$ cat config.mk
export PLATFORM = sky130hd
export DESIGN_NAME = fifo_reader
export DESIGN_NICKNAME = d
export VERILOG_FILES = /design/src/rtl/fifo_reader.sv
export SDC_FILE = /design/constraint.sdc
export NUM_CORES = 1
export LEC_CHECK = 0
export CORE_UTILIZATION = 40
export CTS_CLUSTER_DIAMETER = 80
export DETAILED_ROUTE_END_ITERATION = 16
export PLACE_DENSITY_LB_ADDON = 0.05
export SLEW_MARGIN = 25
export SYNTH_ARGS = -nofsm -noshare
export SYNTH_HDL_FRONTEND = slang
export SYNTH_SLANG_ARGS = --single-unit
export TNS_END_PERCENT = 100
$ cat constraint.sdc
create_clock -name clk -period 2.9 [get_ports clk]
set_clock_uncertainty 0.2 [all_clocks]
set_input_delay 0.87 -clock clk [delete_from_list [all_inputs] [get_ports clk]]
set_output_delay 0.87 -clock clk [all_outputs]
set_load 0.01 [all_outputs]
$ cat src/rtl/fifo_reader.sv
// fifo_reader: drains an external FIFO into a small output buffer and
// presents the words downstream through a valid/ready port.
// Ports: clk, rst (sync, active-high); en starts/stops draining;
// empty/almostempty/underflow/data_out come from the FIFO and
// rd_en goes back to it.
// m_data/m_valid/m_ready form the downstream port.
// busy is high outside IDLE; err_underflow is a sticky underflow flag;
// words_read counts delivered words.
// Optional macro FIFO_READER_STATS_EN builds the words_read counter;
// without it words_read is tied to 0.
module fifo_reader #(
  parameter int FIFO_WIDTH = 16,
  parameter int BUF_DEPTH  = 4
) (
  input  logic                  clk,
  input  logic                  rst,
  input  logic                  en,
  input  logic                  empty,
  input  logic                  almostempty,
  input  logic                  underflow,
  input  logic [FIFO_WIDTH-1:0] data_out,
  output logic                  rd_en,
  output logic [FIFO_WIDTH-1:0] m_data,
  output logic                  m_valid,
  input  logic                  m_ready,
  output logic                  busy,
  output logic                  err_underflow,
  output logic [15:0]           words_read
);

  localparam int AW = $clog2(BUF_DEPTH);
  localparam int CW = AW + 1;
  localparam int SW = AW + 2;

  localparam logic [1:0] IDLE  = 2'd0;
  localparam logic [1:0] RUN   = 2'd1;
  localparam logic [1:0] DRAIN = 2'd2;

  logic [1:0]            state;
  logic [1:0]            state_nx;
  logic                  pend;
  logic [AW-1:0]         wr_ptr;
  logic [AW-1:0]         rd_ptr;
  logic [CW-1:0]         count;
  logic [FIFO_WIDTH-1:0] mem [BUF_DEPTH];

  logic          capture;
  logic          transfer;
  logic [SW-1:0] occ_sum;
  logic          room;
  logic          rd_nx;

  assign capture  = pend;
  assign m_valid  = (count != '0);
  assign transfer = m_valid && m_ready;
  assign m_data   = mem[rd_ptr];
  assign busy     = (state != IDLE);

  // Words already requested (rd_en) or arriving (pend) reserve a slot,
  // so the buffer cannot be overrun by reads already in flight.
  assign occ_sum = SW'(count) + SW'(rd_en) + SW'(pend) + SW'(1);
  assign room    = (occ_sum <= SW'(BUF_DEPTH));

  // Holding off while rd_en && almostempty keeps us from reading the
  // last FIFO word twice before the empty flag catches up.
  assign rd_nx = (state == RUN) && !empty &&
                 !(rd_en && almostempty) && room;

  always_comb begin
    state_nx = state;
    case (state)
      IDLE:    if (en) state_nx = RUN;
      RUN:     if (!en) state_nx = DRAIN;
      DRAIN: begin
        if (en)
          state_nx = RUN;
        else if (!rd_en && !pend && count == '0)
          state_nx = IDLE;
      end
      default: state_nx = IDLE;
    endcase
  end

  always_ff @(posedge clk) begin
    if (rst) begin
      state         <= IDLE;
      rd_en         <= 1'b0;
      pend          <= 1'b0;
      wr_ptr        <= '0;
      rd_ptr        <= '0;
      count         <= '0;
      err_underflow <= 1'b0;
    end else begin
      state <= state_nx;
      rd_en <= rd_nx;
      pend  <= rd_en;
      if (capture)
        wr_ptr <= wr_ptr + AW'(1);
      if (transfer)
        rd_ptr <= rd_ptr + AW'(1);
      if (capture && !transfer)
        count <= count + CW'(1);
      else if (!capture && transfer)
        count <= count - CW'(1);
      if (underflow)
        err_underflow <= 1'b1;
    end
  end

  // Storage carries no reset; a capture on a reset edge is dropped.
  always_ff @(posedge clk) begin
    if (!rst && capture)
      mem[wr_ptr] <= data_out;
  end

`ifdef FIFO_READER_STATS_EN
  always_ff @(posedge clk) begin
    if (rst)
      words_read <= '0;
    else if (transfer && words_read != 16'hFFFF)
      words_read <= words_read + 16'd1;
  end
`else
  assign words_read = 16'd0;
`endif

endmodule

==> reports/qor.yml <==
finalHoldViolCount: 0
hold_class: "reg -> reg"
stdcell_area_um2: 3890
nets: 269
r2r-start: "count[1]$_SDFFE_PP0P_"
post_drt_wl_per_cell_um: 14.6
clk_latency_ns: 0.34
leakagePower_nw: 1.38
worstHoldStart: "err_underflow$_SDFFE_PP0P_"
dpl_cell_area_um2: 3720
holdPathStages: 2
clockRootBuffer: "clkbuf_8"
synth_top_area_frac: 0.606
via_per_inst: 4.66
synth_compound_area_frac: 0.0253
pwr-share-clk: 0.310
synth_simple_gate_area_frac: 0.0351
remaining_drc_errors: 0
yosys_warnings: 0
power_switching_uw: 601
reg2reg_to: "count[2]$_SDFFE_PP0P_"
status: "finished, final reports clean"
yosysSeqAreaShare: 0.695
grt_pass1_vias: 1617
n_fill_cell: 667
synth_edf_count: 64
start_util: 0.412
synthXorXnorAreaFrac: 0.0166
place.port_buffers: 42
maxSlewViolCount: 0
intPower_mw: 1.87
cts_sinks: 78
core_um2: 7690
setup_viol: 0
syn-mean-instance-area_um2: 18.0
ios: 59
synthMuxAreaShare: 0.120
antenna_cells: 0
cts_buffers: 9
routed_wl_um: 4980
utilization: 0.506
whs_endpoint: "err_underflow$_SDFFE_PP0P_"
required_ns: 1.83
synth_commonest_cells: "edfxtp_1 (64), buf_4 (16), mux4_2 (16)"
synth_top_family_by_area: "multiplexers"
worstPathArrival_ns: 1.73
grt_pass1_wl_um: 8140
timing.reg2reg.worst_path_depth: 8
synthFlopType: "edfxtp_1"
row_count: 32
drive_gt1_frac: 0.188
grt_max_degree: 17
regArea_um2: 2200
powerDensity_nw_per_um2: 634
clk_path_buf_depth: 2
synth_area_leader_cell: "edfxtp_1"
die_height_um: 91.0
rsz0062_at_grt: "no"
setup.worst_path.class: "reg -> out"
ys_ff_latch: 78
cts_resized: 16
post_cts_buffers: 0
grt_use_total: 0.135
switching_share: 0.244
endpoint_kind: "output port"
fin_crit_sh: 0.965
drv_cap: 0
start_kind: "flop"
drt_iter0_drc: 64
dp.cells: 326
layout_min_cycle_time_ns: 2.80
clkTransAtPathRegs_ns: 0.07
fin_cells: 342
area_growth_pct: 22.7
synthArstFlopShare: 0
cts_tree: "done"
grt_overflow: 0
crit_fanout: 16
drtPass1Iterations: 6
syn_inst: 176
syn_area_um2: 3170
postRouteAntennaNets: 0
yosysMostFrequentCell: "edfxtp_1"
cts_hold_buf: 0
dieArea_um2: 8280
synth.area.top_cells: "edfxtp_1 (61%), mux4_2 (11%), dfxtp_1 (8.8%)"
die_w_um: 91.0
synth_cell_types: 32
peakVddDrop_mv: 0.349
place_hpwl_um: 3420
synth_fa_ha_area_frac: 0.0482
multi_input_area_um2: 837
seqPwrFrac: 0.517
dr_total_vias: 1595
antenna_found_initial: 0
rrSetupSlack_ns: 0.56
max_freq_ghz: 0.357
h-tree-depth: 3
routabilityCongestion: 0.691
p_comb_frac: 0.174
-- critical path, stage by stage (launching register included) --
cell and delay (ns):
dfxtp_1 0.36, buf_12 0.19, mux4_2 0.53, dlygate4sd2_1 0.30
-- cells by family after synthesis --
| family | Yosys count |
|---|---|
| XOR/XNOR | 6 |
| adder cells (fa/ha/maj) | 11 |
| AO/OA/AOI/OAI | 10 |
| other | 1 |
| flip-flops | 78 |
| AND/OR/NAND/NOR | 23 |
| multiplexers | 18 |
| buffers and inverters | 29 |
-- area by class of cell --
type                    count  area share
clock inverters             6      0.0161
inverters                   8     0.00772
well taps                 102      0.0328
multi-input cells          84       0.215
repair buffers             54       0.129
flip-flops and latches     78       0.566
clock buffers              10      0.0328
-- worst max-delay path by stage --
stage	to	slack, ns
2_1_floorplan	count[2]$_SDFFE_PP0P_	0.50
3_3_place_gp	count[2]$_SDFFE_PP0P_	0.02
3_5_place_dp	count[2]$_SDFFE_PP0P_	-0.11
4_1_cts	m_data[12]	0.06
5_1_grt	m_data[12]	0.02
6_report	m_data[12]	0.10
-- layer usage --
metal / wire [um] / share of wire / GRT usage / vias to the layer above
met5: 0 / 0 / 0 / -
met1: 2100 / 0.42 / 0.164 / 802
met2: 2600 / 0.52 / 0.222 / 33
met3: 204 / 0.041 / 0.0394 / 7
li1: - / - / - / 753
met4: 80 / 0.016 / 0.0675 / 0
-- flip-flops by register name, summed over array words and instances (netlist names), named ones only --
| name | count |
|---|---|
| capture | 1 |
| err_underflow | 1 |
| rd_en | 1 |
| wr_ptr | 2 |
| state | 2 |
| mem | 64 |
| rd_ptr | 2 |
| count | 3 |
-- per-stage QoR --
| stage | power [mW] | worst slack, ns | hold slack (ns) | TNS (ns) |
|---|---|---|---|---|
| 2_1_floorplan | 1.58 | 0.500 | 0.259 | 0 |
| 3_3_place_gp | 1.75 | 0.0226 | 0.261 | 0 |
| 3_5_place_dp | 1.76 | -0.106 | 0.265 | -0.106 |
| 4_1_cts | 2.50 | 0.0597 | 0.290 | 0 |
| 5_1_grt | 2.58 | 0.0209 | 0.313 | 0 |
| 6_report | 2.47 | 0.100 | 0.281 | 0 |
-- cell usage in the layout (no fill, tap or decap), types with 2 or more instances in the layout --
cell type and count:
and2_1 4, clkinvlp_4 2, dfxtp_1 14, inv_1 7, dlygate4sd2_1 16, o21ai_0 2, mux2i_1 2, or3_1 2
buf_4 11, clkbuf_8 9, edfxtp_1 64, nor2_1 12, conb_1 16, ha_1 9, xnor2_1 2, xor2_1 4
fa_1 2, a21oi_1 2, mux4_2 16, clkdlybuf4s50_1 26
-- power groups by stage --
stage	clock network, mW	registers [mW]	logic [mW]
CTS	0.791	1.28	0.435
global placement	0	1.30	0.448
global route	0.833	1.28	0.471
floorplan	0	1.30	0.281
detailed placement	0	1.30	0.463
finish	0.763	1.27	0.429
Note: power is estimated with default switching activity, not from simulation.
